$ cat src/rtl/dmem_port_arbiter.sv
// Single-port data memory arbiter: single-beat CPU accesses with priority,
// non-preemptible DMA bursts with starvation guard, tagged read-data return.
module dmem_port_arbiter #(
  parameter int unsigned ADDR_W       = 19,
  parameter int unsigned DATA_W       = 24,
  parameter int unsigned MAX_BURST    = 16,
  parameter int unsigned STARVE_LIMIT = 8,
  parameter int unsigned READ_LAT     = 1
) (
  input  logic              clk,
  input  logic              rst,
  input  logic              cpu_req,
  input  logic              cpu_we,
  input  logic [ADDR_W-1:0] cpu_addr,
  input  logic [DATA_W-1:0] cpu_wdata,
  output logic              cpu_gnt,
  output logic              cpu_stall,
  output logic              cpu_rvalid,
  input  logic              dma_req,
  input  logic              dma_we,
  input  logic [ADDR_W-1:0] dma_addr,
  input  logic [4:0]        dma_len,
  input  logic [DATA_W-1:0] dma_wdata,
  output logic              dma_gnt,
  output logic              dma_rvalid,
  output logic              dma_done,
  output logic [DATA_W-1:0] rdata,
  output logic              mem_we,
  output logic [ADDR_W-1:0] mem_addr,
  output logic [DATA_W-1:0] mem_wdata,
  input  logic [DATA_W-1:0] mem_rdata,
  output logic              busy
);

  localparam int unsigned CNT_W = $clog2(MAX_BURST + 1);
  localparam int unsigned STV_W = $clog2(STARVE_LIMIT + 1);

  typedef enum logic [1:0] {S_IDLE, S_BURST, S_DRAIN} state_t;

  state_t              r_state;
  logic [ADDR_W-1:0]   r_addr;
  logic                r_we;
  logic [CNT_W-1:0]    r_left;
  logic [STV_W-1:0]    r_starve;
  logic                r_wdone;
  logic [READ_LAT-1:0] r_tv;
  logic [READ_LAT-1:0] r_to;
  logic [READ_LAT-1:0] r_tl;

  logic             w_cpu_gnt;
  logic             w_dma_gnt;
  logic             w_dma_start;
  logic             w_beat_last;
  logic             w_rd_issue;
  logic             w_starved;
  logic [CNT_W-1:0] w_eff_len;
  logic             w_ret_cpu;
  logic             w_ret_dma;
  logic             w_last_ret;

  assign w_starved  = 32'(r_starve) >= STARVE_LIMIT;
  assign w_ret_cpu  = r_tv[READ_LAT-1] & ~r_to[READ_LAT-1];
  assign w_ret_dma  = r_tv[READ_LAT-1] &  r_to[READ_LAT-1];
  assign w_last_ret = w_ret_dma & r_tl[READ_LAT-1];

  always_comb begin
    if (32'(dma_len) > MAX_BURST) w_eff_len = CNT_W'(MAX_BURST);
    else                          w_eff_len = CNT_W'(dma_len);
  end

  // Grant decision and memory port mux; every issue path is suppressed while rst is high.
  always_comb begin
    w_cpu_gnt   = 1'b0;
    w_dma_gnt   = 1'b0;
    w_dma_start = 1'b0;
    if (!rst) begin
      case (r_state)
        S_IDLE: begin
          if (dma_req && dma_len != '0 && (!cpu_req || w_starved)) begin
            w_dma_start = 1'b1;
            w_dma_gnt   = 1'b1;
          end else begin
            w_cpu_gnt = cpu_req;
          end
        end
        S_BURST: w_dma_gnt = 1'b1;
        S_DRAIN: w_cpu_gnt = cpu_req;
        default: ;
      endcase
    end
    w_beat_last = w_dma_start ? (w_eff_len == CNT_W'(1)) : (r_left == CNT_W'(1));

    mem_we    = 1'b0;
    mem_addr  = '0;
    mem_wdata = '0;
    if (w_cpu_gnt) begin
      mem_we    = cpu_we;
      mem_addr  = cpu_addr;
      mem_wdata = cpu_wdata;
    end else if (w_dma_start) begin
      mem_we    = dma_we;
      mem_addr  = dma_addr;
      mem_wdata = dma_wdata;
    end else if (w_dma_gnt) begin
      mem_we    = r_we;
      mem_addr  = r_addr;
      mem_wdata = dma_wdata;
    end
    w_rd_issue = (w_cpu_gnt | w_dma_gnt) & ~mem_we;
  end

  always_ff @(posedge clk) begin
    if (rst) begin
      r_state  <= S_IDLE;
      r_addr   <= '0;
      r_we     <= 1'b0;
      r_left   <= '0;
      r_starve <= '0;
      r_wdone  <= 1'b0;
      r_tv     <= '0;
      r_to     <= '0;
      r_tl     <= '0;
    end else begin
      r_wdone <= 1'b0;
      r_tv    <= (r_tv << 1) | READ_LAT'(w_rd_issue);
      r_to    <= (r_to << 1) | READ_LAT'(w_dma_gnt);
      r_tl    <= (r_tl << 1) | READ_LAT'(w_dma_gnt & w_beat_last);

      if (dma_req && !w_dma_gnt) begin
        if (!w_starved) r_starve <= r_starve + STV_W'(1);
      end else begin
        r_starve <= '0;
      end

      case (r_state)
        S_IDLE: begin
          if (w_dma_start) begin
            r_addr <= dma_addr + ADDR_W'(1);
            r_we   <= dma_we;
            r_left <= w_eff_len - CNT_W'(1);
            if (w_eff_len > CNT_W'(1)) r_state <= S_BURST;
            else if (dma_we)           r_wdone <= 1'b1;
            else                       r_state <= S_DRAIN;
          end
        end
        S_BURST: begin
          r_addr <= r_addr + ADDR_W'(1);
          r_left <= r_left - CNT_W'(1);
          if (r_left == CNT_W'(1)) begin
            if (r_we) begin
              r_wdone <= 1'b1;
              r_state <= S_IDLE;
            end else begin
              r_state <= S_DRAIN;
            end
          end
        end
        S_DRAIN: if (w_last_ret) r_state <= S_IDLE;
        default: r_state <= S_IDLE;
      endcase
    end
  end

  assign cpu_gnt    = w_cpu_gnt;
  assign cpu_stall  = cpu_req & ~w_cpu_gnt & ~rst;
  assign dma_gnt    = w_dma_gnt;
  assign cpu_rvalid = w_ret_cpu & ~rst;
  assign dma_rvalid = w_ret_dma & ~rst;
  assign dma_done   = (r_wdone | w_last_ret) & ~rst;
  assign busy       = (r_state != S_IDLE) & ~rst;
  assign rdata      = mem_rdata;

endmodule

$ cat config.mk
export PLATFORM = sky130hd
export DESIGN_NAME = dmem_port_arbiter
export DESIGN_NICKNAME = d
export VERILOG_FILES = /design/src/rtl/dmem_port_arbiter.sv
export SDC_FILE = /design/constraint.sdc
export NUM_CORES = 1
export LEC_CHECK = 0
export ABC_AREA = 0
export CORE_AREA = 2 2 113 115
export DETAILED_ROUTE_END_ITERATION = 7
export DIE_AREA = 0 0 115 117
export GPL_ROUTABILITY_DRIVEN = 0
export SETUP_SLACK_MARGIN = 0.05
export SLEW_MARGIN = 30
export SYNTH_ARGS = -nofsm -noshare
export SYNTH_HDL_FRONTEND = slang
export SYNTH_SLANG_ARGS = --single-unit
$ cat constraint.sdc
create_clock -name clk -period 4.9 [get_ports clk]
set_input_delay 1.225 -clock clk [delete_from_list [all_inputs] [get_ports clk]]
set_output_delay 1.225 -clock clk [all_outputs]
set_load 0.05 [all_outputs]
### Yosys cells after proc, flatten, opt, wreduce, memory -nomap -nowiden

Index checks and enable logic that the tools add are counted.
Widths: inputs -> output; s select.

* bits in registers: 35
* word-level logic and storage cells: 93
* output and inout bits: 75
* input bits: 121

* eq/ne operators: 8
* bitwise logic cells: 18
* reductions and logical operators: 14
* order comparisons: 3
* muxes and demuxes: 36
* add/subtract/negate cells: 5

Operator list (count)
* $mux 19: 4
* $mux 24: 3
* $add 19x1->19 const B: 2
* $pmux 19 s2: 1
* $mux 1: 15
* $mux 2: 6
* $and 1x1->1: 11
* $eq 5x1->1 const B: 2
* $mux 5: 2
* $pmux 5 s2: 1
* $sub 5x1->5 const B: 2
* $ne 2x2->1 const B: 3
* $pmux 1 s2: 3
* $pmux 2 s3: 1
* $gt 5x1->1 const B: 1
* $gt 5x5->1 const B: 1
* $not 1->1: 5
* $reduce_bool 5->1: 1
* $add 4x1->4 const B: 1
* $ge 4x4->1 const B: 1
* $reduce_and 2->1: 2
* $reduce_and 4->1: 1
* $reduce_bool 2->1: 2
* $logic_and 1x1->1: 3
* other kinds (8): 10

### Longest topological paths before layout

* word-level depth: 11
* mapped depth: 13
* depth with buffers taken out: 8

### Worst setup path before layout

Ideal clock, no wire load.

* path type: input-to-output
* from: input port rst
* to: output port mem_we
* stages on the path: 7
* path buffers: 3
* data required time: 3.675 ns
* setup slack: 0.369 ns
* arrival time: 3.306 ns
* path through: buf_2 or2_2 buf_2 nor3_2 buf_2 a221oi_1 a21oi_1

* cells in the longest elaborated chain, start to end: 4
* elaborated cells between the ends (all ways): 6
* classes of those cells: mux (6)

RTL lines
* start: declaration: RTL line 11 `input logic rst,`
* $mux 1: RTL line 76 `if (!rst) begin`
* $mux 1: RTL line 104 `end else if (w_dma_gnt) begin`
* $mux 1: RTL line 100 `end else if (w_dma_start) begin`
* $mux 1 *: RTL line 96 `if (w_cpu_gnt) begin`
* end: declaration: RTL line 28 `output logic mem_we,`

Every way passes the cells marked *; elsewhere a longest branch is shown, timed or not.

### Final worst setup path

* from: input port dma_len[2]
* to: output port mem_wdata[23]

* cells in the longest elaborated chain, start to end: 9
* elaborated cells between the ends (all ways): 14
* classes of those cells: mux (11); reduce/logical (3)

RTL lines
* start: declaration: RTL line 22 `input logic [4:0] dma_len,`
* $reduce_bool 5->1 *: RTL line 79 `if (dma_req && dma_len != '0 && (!cpu_req || w_starved)) begin`
* $logic_and 1x1->1 * (2 in series): RTL line 79
* $mux 1: RTL line 79
* $pmux 1 s2: RTL line 77 `case (r_state)`
* $mux 1: RTL line 76
* $mux 24: RTL line 104
* $mux 24: RTL line 100
* $mux 24 *: RTL line 96
* end: declaration: RTL line 30 `output logic [DATA_W-1:0] mem_wdata,`

Marked as above.

==> results.cfg <==
[clock_network]
holdBufCountCts = 0
ctsRootBufferMaster = clkbuf_16
cts_tree = built
clock_latency_ps = 280
cts_max_path_buffers = 2
cts_max_level = 2
cts_buffers = 5
clock_sinks = 35
clkTransAtPathRegs_ps = 50

[sta]
worstMarginPinSlew_ps = 916
finalMaxSlewViolations = 0
fin_skew_ps = 3.98
rsz0062_at_grt = false
fin_tns_setup_ps = 0
setup_violations = 0
finalHoldViolCount = 0
relSlewSlack_pct = 38.6
fin_crit_ps = 4780
fin_crit_sh_pct = 97.6
timing.fmax_ghz = 0.209

[drt]
viasPerCell = 5.56
routed.top_layer = met4
dr_wl_met3_um = 1200
dr_wl_met2_um = 6860
drc = 0
drtPass1Iterations = 7
final_antenna_net_count = 0
drt_wl_total_um = 13400
wl_per_cell_um = 19.4
wl_met1_um = 5190
vias = 3853
drtIter0Drc = 321

[place]
port-buffer-count = 147
post-dp-hpwl_um = 9730
dp_cells = 681

[logic_synthesis]
synth_area_leaders = dfxtp_1 (22%), nand2_1 (8.1%), a22o_1 (7.0%)
ys_ff_latch = 35
synth-edff-count = 0
synth_cell_types = 66
ys_async_sr_fraction_pct = 0
syn-num-nets = 558
synth.avg_cell_area_um2 = 7.55
yosysMostFrequentCell = nand2_1
synth_flop_cell = dfxtp_1
netlist_top_cells_count = nand2_1 (70), dfxtp_1 (35), nor2_1 (30)
ys_seq_area_share_pct = 21.6
syn_inst = 430
synth.top_cell.area_share_pct = 21.6
synth_largest_area_cell = dfxtp_1
yosysWarnings = 0
synth_area_mm2 = 0.00325

[critical_path]
crit_required_ps = 3670
setup.worst_path.class = in -> out
rr_endpoint = r_addr[14]
timing.rr.start = r_state[1]
setup.worst_path.start = dma_len[2]
cp_max_fo = 23
rrSetupSlack_ps = 1900
worstSetupEndpoint = mem_wdata[23]
crit_arrival_ps = 3560
end_kind = primary output
rr_worst_depth = 7
start_kind = primary input

[global_routing]
antenna_found_initial = 0
grt_use_total_pct = 18.8
grt_pass1_wl_um = 19900
grt.overflow.total = 0
grt_pass1_vias = 3693
grt_max_degree = 40

[pwr]
p_per_area_mw_per_mm2 = 208
irDropWorstVdd_uv = 182
p_leak_nw = 2.06

[floorplan]
dieArea_mm2 = 0.0135
die_y_um = 117
initial_utilization_pct = 26.4
row_count = 41
core-area_mm2 = 0.0123
floorplan.io_pins = 196
dieWidth_um = 115

[cells_and_area]
area_delta_synth_final_pct = 64.4
final_cells = 693
fin_nets = 670
drive_above_1_share_pct = 17.9
nFillCells = 1231
antennaDiodeCount = 0

[status]
outcome = completed

[min_path]
min_delay_path_depth = 2
hold_path_class = reg -> reg

[flow_run]
maxCapViolCount = 0
per-layer routing:
layer | GRT usage, % | vias up
met3 | 3.96 | 23
met1 | 22.0 | 1821
met2 | 34.4 | 202
li1 | - | 1807
met4 | 6.10 | 0
met5 | 0 | -
critical path, cell delays in order:
cell             delay (ps)
clkdlybuf4s50_1         440
or3_4                   430
o311ai_4                360
nor2_1                  130
nor3_4                  270
buf_6                   160
buf_16                  180
a22o_1                  210
buf_12                  150
report_power, final:
| part | switching, W | leakage [nW] | internal [W] | total [W] |
|---|---|---|---|---|
| Combinational | 0.000255 | 1.71 | 0.000236 | 0.000491 |
| Sequential | 0.0000160 | 0.285 | 0.000299 | 0.000315 |
| Clock | 0.000117 | 0.0679 | 0.000188 | 0.000305 |
| Total | 0.000388 | 2.06 | 0.000724 | 0.00111 |
flip-flops by register name, indices dropped and copies added, names as in the netlist:
signal	cells
r_tl	1
r_addr	19
r_starve	4
r_state	2
r_to	1
r_wdone	1
r_left	5
r_tv	1
r_we	1
cells by family after synthesis:
kind of cell / synth area share, %
xor gates and xnor gates: 1.35
buffers and inverters: 12.2
DFF: 21.6
muxes: 7.63
adders and majority gates: 2.70
AOI/OAI and AO/OA: 31.1
and+or+nand+nor: 23.4
through the flow:
step / instance area (µm²) / setup slack (ps) / hold WS (ps) / utilization (%) / total power [W]
floorplan: 3250 / 369 / 429 / - / 0.000606
global placement: 5130 / 9.72 / 437 / 41.7 / 0.000797
detailed placement: 5140 / 73.8 / 451 / 41.7 / 0.000803
CTS: 5310 / 73.4 / 462 / 43.1 / 0.00112
global route: 5340 / 41.3 / 512 / 43.3 / 0.00116
finish: 5340 / 116 / 466 / 43.3 / 0.00111
layout by cell type (no fill, tap or decap), types with 3 or more instances in the layout:
master            n
clkbuf_16         5
and2_1            3
nand2b_1          5
and3_1            6
a22o_1           26
o21ai_0          10
inv_1            16
nor2_1           30
nand2_1          70
o211ai_1          7
buf_12           48
a32oi_1          13
nand4_1           7
buf_4            14
nor4_1            3
a22oi_1           3
nand3_1          11
clkdlybuf4s50_1  95
a31oi_1           8
mux2_2            7
a211oi_1          3
a21oi_1          22
a222oi_1          6
mux2i_1          11
ha_1              7
nor3_1            8
a21o_1            3
o2111ai_1         3
dfxtp_1          35
xnor2_1           3
repair_timing:
item                       in CTS  in global routing
setup endpoints to repair       1                 24
pin swaps                       1                  3
setup buffers                   0                  2
gates cloned                    1                  1
resized for setup               0                  4
worst min path at each step:
stage | endpoint | slack, ps | startpoint
after floorplan | r_addr[9] | 430 | r_addr[9]
after global placement | r_addr[9] | 440 | r_addr[9]
after detailed placement | r_addr[9] | 450 | r_addr[9]
after CTS | r_addr[9] | 460 | r_addr[9]
after global routing | r_addr[9] | 510 | r_addr[9]
final | r_addr[9] | 470 | r_addr[9]
area by class of cell:
class | instances | area, µm² | area share [%]
tap | 150 | 188 | 3.52
clock inverter | 1 | 5.00 | 0.0938
multi-input combinational | 324 | 2180 | 40.9
timing repair buffer | 160 | 2070 | 38.8
clock buffer | 7 | 133 | 2.49
inverter | 16 | 60.1 | 1.13
sequential | 35 | 701 | 13.1
Power figures use the tool's default switching activity.
